<file path="src/rtl/spi_pkg.sv">
// Shared definitions for the SPI transmit arbiter: sequencer states and datapath widths.
package spi_pkg;

  localparam int BYTE_W  = 8;
  localparam int TIMER_W = 8;

  typedef enum logic [2:0] {
    IDLE       = 3'd0,
    LOAD       = 3'd1,
    WAIT_START = 3'd2,
    WAIT_DONE  = 3'd3,
    WAIT_DATA  = 3'd4,
    GAP        = 3'd5
  } state_t;

endpackage

</file>
<file path="src/rtl/rr_pick.sv">
// Combinational round-robin picker: first set request at or after ptr_i, wrapping modulo N_REQ.
module rr_pick
  import spi_pkg::*;
#(
  parameter int N_REQ = 4,
  parameter int IW    = 2
) (
  input  logic [N_REQ-1:0] req_i,
  input  logic [IW-1:0]    ptr_i,
  output logic [N_REQ-1:0] onehot_o,
  output logic [IW-1:0]    idx_o,
  output logic             any_o
);

  int          j;
  logic [IW-1:0] cand;
  logic        found;

  always_comb begin
    onehot_o = '0;
    idx_o    = '0;
    found    = 1'b0;
    j        = 0;
    cand     = '0;
    for (int i = 0; i < N_REQ; i++) begin
      j = int'(ptr_i) + i;
      if (j >= N_REQ) j = j - N_REQ;
      cand = IW'(j);
      if (!found && req_i[cand]) begin
        found           = 1'b1;
        onehot_o[cand]  = 1'b1;
        idx_o           = cand;
      end
    end
    any_o = found;
  end

endmodule

</file>
<file path="src/rtl/spi_tx_arbiter.sv">
// Round-robin frame arbiter feeding a byte-serial SPI transmitter, with inter-frame gap
// and a stall timeout that aborts a frame whose owner or serializer stops making progress.
module spi_tx_arbiter
  import spi_pkg::*;
#(
  parameter int N_REQ      = 4,
  parameter int GAP_CYCLES = 4,
  parameter int TIMEOUT    = 255
) (
  input  logic                  clk,
  input  logic                  rst,
  input  logic [N_REQ-1:0]      req,
  input  logic [8*N_REQ-1:0]    req_data,
  input  logic [N_REQ-1:0]      req_last,
  output logic [N_REQ-1:0]      gnt,
  output logic [N_REQ-1:0]      ack,
  output logic [BYTE_W-1:0]     tx_data,
  output logic                  tx_load,
  input  logic                  tx_ready,
  output logic                  frame_active,
  output logic                  abort
);

  localparam int IW = (N_REQ > 1) ? $clog2(N_REQ) : 1;

  state_t               state_q, state_d;
  logic [IW-1:0]        ptr_q, ptr_d;
  logic [IW-1:0]        gidx_q, gidx_d;
  logic [N_REQ-1:0]     gnt_q, gnt_d;
  logic [N_REQ-1:0]     ack_q, ack_d;
  logic [BYTE_W-1:0]    tx_data_q, tx_data_d;
  logic                 tx_load_q, tx_load_d;
  logic                 fa_q, fa_d;
  logic                 abort_q, abort_d;
  logic                 last_q, last_d;
  logic [TIMER_W-1:0]   timer_q, timer_d;
  logic [TIMER_W-1:0]   gap_q, gap_d;

  logic [BYTE_W-1:0]    req_byte [N_REQ];
  logic [N_REQ-1:0]     pick_oh;
  logic [IW-1:0]        pick_idx;
  logic                 pick_any;
  logic                 cur_req;
  logic                 timer_expire;
  logic                 gap_done;
  logic                 end_frame;
  logic [IW-1:0]        ptr_after;

  rr_pick #(
    .N_REQ (N_REQ),
    .IW    (IW)
  ) u_pick (
    .req_i    (req),
    .ptr_i    (ptr_q),
    .onehot_o (pick_oh),
    .idx_o    (pick_idx),
    .any_o    (pick_any)
  );

  always_comb begin
    for (int i = 0; i < N_REQ; i++) req_byte[i] = req_data[i*BYTE_W +: BYTE_W];
  end

  assign cur_req      = req[gidx_q];
  assign timer_expire = (timer_q == TIMER_W'(TIMEOUT - 1));
  assign gap_done     = (gap_q == TIMER_W'(GAP_CYCLES - 1));
  assign ptr_after    = (gidx_q == IW'(N_REQ - 1)) ? '0 : gidx_q + IW'(1);

  always_comb begin
    state_d   = state_q;
    ptr_d     = ptr_q;
    gidx_d    = gidx_q;
    gnt_d     = gnt_q;
    ack_d     = '0;
    tx_data_d = tx_data_q;
    tx_load_d = 1'b0;
    fa_d      = fa_q;
    abort_d   = 1'b0;
    last_d    = last_q;
    end_frame = 1'b0;

    case (state_q)
      IDLE: begin
        if (pick_any) begin
          gnt_d   = pick_oh;
          gidx_d  = pick_idx;
          state_d = LOAD;
        end
      end
      LOAD: begin
        if (!cur_req) begin
          state_d = WAIT_DATA;
        end else if (tx_ready) begin
          tx_load_d = 1'b1;
          ack_d     = gnt_q;
          tx_data_d = req_byte[gidx_q];
          last_d    = req_last[gidx_q];
          fa_d      = 1'b1;
          state_d   = WAIT_START;
        end
      end
      WAIT_START: begin
        if (!tx_ready) begin
          state_d = WAIT_DONE;
        end else if (timer_expire) begin
          abort_d   = 1'b1;
          end_frame = 1'b1;
        end
      end
      WAIT_DONE: begin
        if (tx_ready) begin
          if (last_q) end_frame = 1'b1;
          else        state_d   = LOAD;
        end
      end
      WAIT_DATA: begin
        if (cur_req) begin
          state_d = LOAD;
        end else if (timer_expire) begin
          abort_d   = 1'b1;
          end_frame = 1'b1;
        end
      end
      GAP: begin
        if (gap_done) state_d = IDLE;
      end
      default: state_d = IDLE;
    endcase

    // Normal completion and timeout share one exit: release the grant and rotate priority.
    if (end_frame) begin
      gnt_d   = '0;
      fa_d    = 1'b0;
      ptr_d   = ptr_after;
      state_d = GAP;
    end
  end

  always_comb begin
    timer_d = timer_q;
    gap_d   = gap_q;
    if (state_d != state_q) begin
      timer_d = '0;
      gap_d   = '0;
    end else begin
      if ((state_q == WAIT_START || state_q == WAIT_DATA) && (timer_q != '1))
        timer_d = timer_q + TIMER_W'(1);
      if (state_q == GAP && gap_q != '1)
        gap_d = gap_q + TIMER_W'(1);
    end
  end

  always_ff @(posedge clk) begin
    if (rst) begin
      state_q   <= IDLE;
      ptr_q     <= '0;
      gidx_q    <= '0;
      gnt_q     <= '0;
      ack_q     <= '0;
      tx_data_q <= '0;
      tx_load_q <= 1'b0;
      fa_q      <= 1'b0;
      abort_q   <= 1'b0;
      last_q    <= 1'b0;
      timer_q   <= '0;
      gap_q     <= '0;
    end else begin
      state_q   <= state_d;
      ptr_q     <= ptr_d;
      gidx_q    <= gidx_d;
      gnt_q     <= gnt_d;
      ack_q     <= ack_d;
      tx_data_q <= tx_data_d;
      tx_load_q <= tx_load_d;
      fa_q      <= fa_d;
      abort_q   <= abort_d;
      last_q    <= last_d;
      timer_q   <= timer_d;
      gap_q     <= gap_d;
    end
  end

  assign gnt          = gnt_q;
  assign ack          = ack_q;
  assign tx_data      = tx_data_q;
  assign tx_load      = tx_load_q;
  assign frame_active = fa_q;
  assign abort        = abort_q;

endmodule
</file>
<file path="config.mk">
export PLATFORM = sky130hd
export DESIGN_NAME = spi_tx_arbiter
export DESIGN_NICKNAME = d
export VERILOG_FILES = /design/src/rtl/spi_pkg.sv /design/src/rtl/rr_pick.sv /design/src/rtl/spi_tx_arbiter.sv
export SDC_FILE = /design/constraint.sdc
export NUM_CORES = 1
export LEC_CHECK = 0
export BUFFER_PORTS_ARGS = -buffer_cell sky130_fd_sc_hd__buf_2
export CAP_MARGIN = 20
export CORE_UTILIZATION = 45
export DETAILED_ROUTE_END_ITERATION = 7
export GPL_TIMING_DRIVEN = 0
export PLACE_DENSITY_LB_ADDON = 0.2
export SLEW_MARGIN = 20
export SYNTH_ARGS = -nofsm -noshare
export SYNTH_HDL_FRONTEND = slang
export SYNTH_SLANG_ARGS = --single-unit
</file>
<file path="constraint.sdc">
create_clock -name clk -period 3.4 [get_ports clk]
set_input_delay 0 -clock clk [delete_from_list [all_inputs] [get_ports clk]]
set_output_delay 0 -clock clk [all_outputs]
set_load 0.02 [all_outputs]
</file>
After elaboration in Yosys (flattened, before gate mapping)
Cells that the tools add are included.
{"block": "word_totals", "ff_bits": 43, "in_bits": 43, "out_inout_bits": 19, "wordCells": 132}
{"block": "op_classes", "n_addsub": 10, "magnitude_cmp": 14, "eq_ne": 11, "mux": 58, "n_bitwise": 7, "n_reduce_logical": 20}
{"op": "3-bit two-way mux", "count": 9}
{"op": "1-bit two-way mux", "count": 20}
{"op": "2-bit two-way mux", "count": 9}
{"op": "3-bit case mux with 6 select lines", "count": 1}
{"op": "8-bit by 1-bit adder with 8-bit output (second input constant)", "count": 2}
{"op": "8-bit binary-select mux with 2-bit select", "count": 1}
{"op": "4-bit two-way mux", "count": 4}
{"op": "8-bit two-way mux", "count": 2}
{"op": "8-bit != test (second input constant)", "count": 2}
{"op": "2-bit by 3-bit < comparator with 1-bit output (second input constant)", "count": 5}
{"op": "1-bit binary-select mux with 2-bit select", "count": 6}
{"op": "3-bit greater-or-equal comparator (second input constant)", "count": 4}
{"op": "4-bit OR", "count": 3}
{"op": "1-bit logical AND", "count": 9}
{"op": "1-bit demux with 2-bit select", "count": 4}
{"op": "8-bit by 2-bit == test with 1-bit output (second input constant)", "count": 1}
{"op": "8-bit == test (second input constant)", "count": 1}
{"op": "2-bit by 1-bit greater-or-equal comparator with 1-bit output (second input constant)", "count": 4}
{"op": "2-bit by 1-bit subtractor with 2-bit output (second input constant)", "count": 4}
{"op": "2-bit by 2-bit adder with 3-bit output (second input constant)", "count": 2}
{"op": "3-bit by 2-bit == test with 1-bit output (second input constant)", "count": 2}
{"op": "3-bit == test (second input constant)", "count": 2}
{"op": "2-bit OR reduction", "count": 2}
{"op": "4-bit OR reduction", "count": 1}
{"op": "other kinds (16)", "count": 20}

Depth between registers and ports, before layout
{"block": "depth", "word_depth": 19, "depth_mapped": 10, "ltp_nobuf": 8}

Cells and area by module
Synthesis repeated with hierarchy kept, for this count alone.
{"block": "unflattened", "hier_cells": 258, "area_unflattened_um2": 2566.2}
{"module": "spi_tx_arbiter", "instances": 1, "cells_each": 213, "area_per_inst_um2": 2144.6, "seq_area_each_um2": 860.8}
{"module": "rr_pick", "instances": 1, "cells_each": 45, "area_per_inst_um2": 421.7, "seq_area_each_um2": 0.0}

Worst setup path after synthesis
OpenSTA, ideal clock, no wires.
{"block": "synth_timing", "path_kind": "register -> register", "start": "register ptr_q[0]", "end": "register gnt_q[0] (netlist: gnt[0])", "setup_ns": 0.091, "arrival_ns": 2.572, "t_required_ns": 3.309, "path_slack_ns": 0.737, "path_stages_with_launch": 11, "path_buffers": 2, "period_less_slack_ns": 2.663, "cell_sequence": "dfxtp_1 > clkbuf_1 > inv_1 > ha_1 > clkbuf_1 > or3b_2 > a211oi_1 > a31oi_1 > o21ai_1 > nand2_1 > a311oi_1"}
{"block": "synth_via", "elab_chain_len": 15, "word_cells_on_any_way": 61, "classes_between": "add/sub: 7; order compare: 12; mux: 28; bitwise: 3; reduce/logical: 11"}
{"item": "start, declared", "line_no": "spi_tx_arbiter.sv:27", "text": "logic [IW-1:0] ptr_q, ptr_d;"}
{"item": "start signal, assigned", "line_no": "spi_tx_arbiter.sv:169", "text": "ptr_q <= ptr_d;"}
{"item": "parallel branches: the longest is 15 deep, another holds 2-bit by 1-bit adder with 3-bit output"}
{"item": "end signal, assigned", "line_no": "spi_tx_arbiter.sv:171", "text": "gnt_q <= gnt_d;"}
{"item": "end, declared", "line_no": "spi_tx_arbiter.sv:29", "text": "logic [N_REQ-1:0] gnt_q, gnt_d;"}
Several ways; the timed one is not identified. The select of a mux whose other input is x is not followed.
A chain may end at the register's enable or synchronous reset.

Worst setup path after layout
{"block": "layout_timing", "start": "register ptr_q[0]", "end": "register gnt_q[3] (netlist: gnt[3])"}
Same word-level chain as after synthesis.

==> impl_metrics.ini <==
[yosys]
synth-seq-area-share = 0.335
synthesis.area_per_instance_um2 = 9.07
ys.warnings.count = 0
synth_flop_cell = sky130_fd_sc_hd__dfxtp_1
synth_enable_flop_cells = 0
synthCells = 283
synth.net_count = 334
synth.lib_cells_used.distinct = 51
synthArstFlopShare = 0
post_synth_instance_area_mm2 = 0.00257
ys_seq_elements = 43

[detailed_routing]
wl_per_cell_um = 13.0
drt_first_iter_violations = 72
drt-pass1-iter-count = 4
vias_after_detailed_routing = 2256
ant_nets = 0
drc = 0
vias_per_cell = 5.33
drt-total-wl_um = 5480

[global_routing]
grt_antenna_before_repair = 0
grt_util_all_layers = 0.187
global_route_wire_length_before_repair_um = 9180
grt_overflow_total = 0
maximum_number_of_pins_on_one_net_before_global_route_repair = 13
number_of_global_route_vias_before_repair = 2108

[pwr]
pwr_density_cell_mw_per_mm2 = 461
cellLeakagePower_nw = 1.23
ir_worst_vdd_mv = 0.273

[clocking]
clk-insertion-delay-late_ns = 0.29
cts_root_buffer = sky130_fd_sc_hd__clkbuf_8
postCtsSetupBuffers = 0
cts.htree.levels = 2
clkSinkCount = 43
cts_buffers = 5
clock_tree.buffer_depth = 2
cts.clk_slew.worst_paths_ns = 0.08
cts_tree = built

[setup_path]
r2r_end = gnt[3]$_SDFFE_PP0P_
crit_path_arrival_time_ns = 3.17
cp.required_ns = 3.60
worst_setup_path_end_kind = flip-flop
setup.worst_path.start_class = flip-flop
timing.rr.start = ptr_q[0]$_SDFFE_PP0P_
r2r_setup_slack_ns = 0.43
criticalPathCategory = flip-flop to flip-flop
crit_fanout = 10
r2r.worst_path.cells = 10

[placed_design]
detailedPlace.worstSlack_ns = 0.270
globalplace.congestion = 0.846
numPortBuffers = 60
place_inst = 415
dp_hpwl_um = 4150

[sta]
max-slew-margin-rel = 0.494
hold_ws_ns = 0.103
fin_ws_ns = 0.429
period_needed_ns = 2.97
skew_ns = 0.00486
setup_viol_count_final = 0
final-hold-violation-count = 0
tightestPinTransition_ns = 0.758
final.period_utilization = 0.874
report.final.slew_viol_count = 0
fmax_mhz = 337
grt_setup_unrepaired = false
fin_tns_setup_ns = 0

[die]
dieWidth_um = 77.5
placeableCoreArea_mm2 = 0.00551
ios = 62
fp.dieArea_mm2 = 0.00601
placement_rows = 27
chipHeight_um = 77.5
floorplan.initialDensity = 0.466

[finish]
final.fill_count = 524
layout-drive-gt1-share = 0.271
area_occupied_by_multi_input_gates_mm2 = 0.00158
layout_common_cells = 64 x sky130_fd_sc_hd__buf_2, 47 x sky130_fd_sc_hd__nor2_1, 43 x sky130_fd_sc_hd__dfxtp_1
finalCoreUtilization = 0.556
ff_latch_area_um2 = 861
finalNetCount = 401
final_cells = 423
layout-area-overhead-vs-synth_pct = 19.2
layout.cells.most_common = sky130_fd_sc_hd__buf_2
antenna_cells = 0

[worst_hold_path]
worstHoldStart = tx_ready
min-delay-path-class = primary input to flip-flop
worst_hold_path_cell_count = 3
hold_path_end = state_q[0]$_SDFF_PP0_

[status]
run_status = complete, no violations

[run]
cap_violations = 0
## repair_timing
item / 4_1_cts / 5_1_grt
endpoints found under the setup margin: 0 / 4
hold buffers: 0 / 0
gates resized for setup: 0 / 2
## critical path, stage by stage (launching register included)
cell and delay (ns):
sky130_fd_sc_hd__dfxtp_1 0.41, sky130_fd_sc_hd__clkbuf_2 0.27, sky130_fd_sc_hd__inv_1 0.16, sky130_fd_sc_hd__ha_1 0.31, sky130_fd_sc_hd__clkbuf_1 0.19, sky130_fd_sc_hd__or3b_2 0.50, sky130_fd_sc_hd__a211oi_1 0.22, sky130_fd_sc_hd__a31oi_1 0.06
sky130_fd_sc_hd__o21ai_1 0.38, sky130_fd_sc_hd__nand2_1 0.10, sky130_fd_sc_hd__a311oi_1 0.28
## state kept, by name (all words and copies together), names as in the netlist
signal and flops:
abort 1, tx_data 8, frame_active 1, gnt 4
ptr_q 2, state_q 3, gap_q 8, timer_q 8
last_q 1, gidx_q 2, ack 4, tx_load 1
## metal layers
metal	vias up	routed length [µm]	track usage
met2	42	2760	0.335
met1	1066	2520	0.231
met5	-	0	0
li1	1144	-	-
met3	4	182	0.0341
met4	0	23	0.0396
## kinds of logic (layout without fill, tap and decap cells)
family	count (synthesis)	count (layout)	synth area share
fa+ha+maj	8	8	0.0390
flops	43	43	0.335
buf+inv	31	99	0.0502
simple gates	110	110	0.209
mux	32	32	0.184
xor+xnor	16	16	0.0546
compound gates	43	43	0.128
## report_power, final
group / leakage (nW) / internal [mW] / total [mW] / switching, mW
Sequential: 0.349 / 0.548 / 0.585 / 0.0370
Clock: 0.0515 / 0.185 / 0.354 / 0.169
Combinational: 0.833 / 0.216 / 0.472 / 0.256
Total: 1.23 / 0.949 / 1.41 / 0.462
## Yosys cell counts (2+ instances only)
library cell | instances | area [µm²]
sky130_fd_sc_hd__nor2_1 | 47 | 176
sky130_fd_sc_hd__dfxtp_1 | 43 | 861
sky130_fd_sc_hd__nand2_1 | 20 | 75.1
sky130_fd_sc_hd__mux2i_1 | 18 | 180
sky130_fd_sc_hd__clkbuf_1 | 14 | 52.6
sky130_fd_sc_hd__inv_1 | 12 | 45.0
sky130_fd_sc_hd__mux4_2 | 12 | 270
sky130_fd_sc_hd__o21ai_0 | 9 | 45.0
sky130_fd_sc_hd__ha_1 | 8 | 100
sky130_fd_sc_hd__xnor2_1 | 8 | 70.1
sky130_fd_sc_hd__xor2_1 | 8 | 70.1
sky130_fd_sc_hd__a21oi_1 | 7 | 35.0
sky130_fd_sc_hd__nand3_1 | 7 | 35.0
sky130_fd_sc_hd__nand4_1 | 7 | 43.8
sky130_fd_sc_hd__and2_1 | 5 | 31.3
sky130_fd_sc_hd__a211oi_1 | 4 | 30.0
sky130_fd_sc_hd__a311oi_1 | 4 | 35.0
sky130_fd_sc_hd__buf_2 | 4 | 20.0
sky130_fd_sc_hd__nor3_1 | 4 | 20.0
sky130_fd_sc_hd__a31oi_1 | 3 | 18.8
sky130_fd_sc_hd__nor4b_1 | 3 | 26.3
sky130_fd_sc_hd__and3_1 | 2 | 12.5
sky130_fd_sc_hd__and4_1 | 2 | 17.5
sky130_fd_sc_hd__mux2_2 | 2 | 22.5
sky130_fd_sc_hd__nand2b_1 | 2 | 12.5
sky130_fd_sc_hd__nor2b_1 | 2 | 12.5
sky130_fd_sc_hd__or4_1 | 2 | 15.0
## worst max-delay path by stage
| stage | startpoint | endpoint | slack [ns] | depth (start not counted) |
|---|---|---|---|---|
| floorplan | ptr_q[0]$_SDFFE_PP0P_ | gnt[0]$_SDFFE_PP0P_ | 0.74 | 10 |
| CTS | ptr_q[0]$_SDFFE_PP0P_ | gnt[3]$_SDFFE_PP0P_ | 0.26 | 10 |
| global placement | ptr_q[0]$_SDFFE_PP0P_ | gnt[3]$_SDFFE_PP0P_ | 0.32 | 10 |
| global route | ptr_q[0]$_SDFFE_PP0P_ | gnt[2]$_SDFFE_PP0P_ | 0.16 | 10 |
| finish | ptr_q[0]$_SDFFE_PP0P_ | gnt[3]$_SDFFE_PP0P_ | 0.43 | 10 |
| detailed placement | ptr_q[0]$_SDFFE_PP0P_ | gnt[3]$_SDFFE_PP0P_ | 0.27 | 10 |
## per-stage QoR
step	total power, mW	area, µm²
2_1_floorplan	0.949	2570
3_3_place_gp	1.06	2960
3_5_place_dp	1.07	2960
4_1_cts	1.42	3060
5_1_grt	1.50	3060
6_report	1.41	3060
## cell type report
cell class,instances,area share
multi-input combinational,209,0.516
sequential,43,0.281
timing repair buffer,60,0.0982
clock buffer,8,0.0327
tap,72,0.0294
buffer,19,0.0278
inverter,12,0.0147
(Power assumes the default switching activity.)
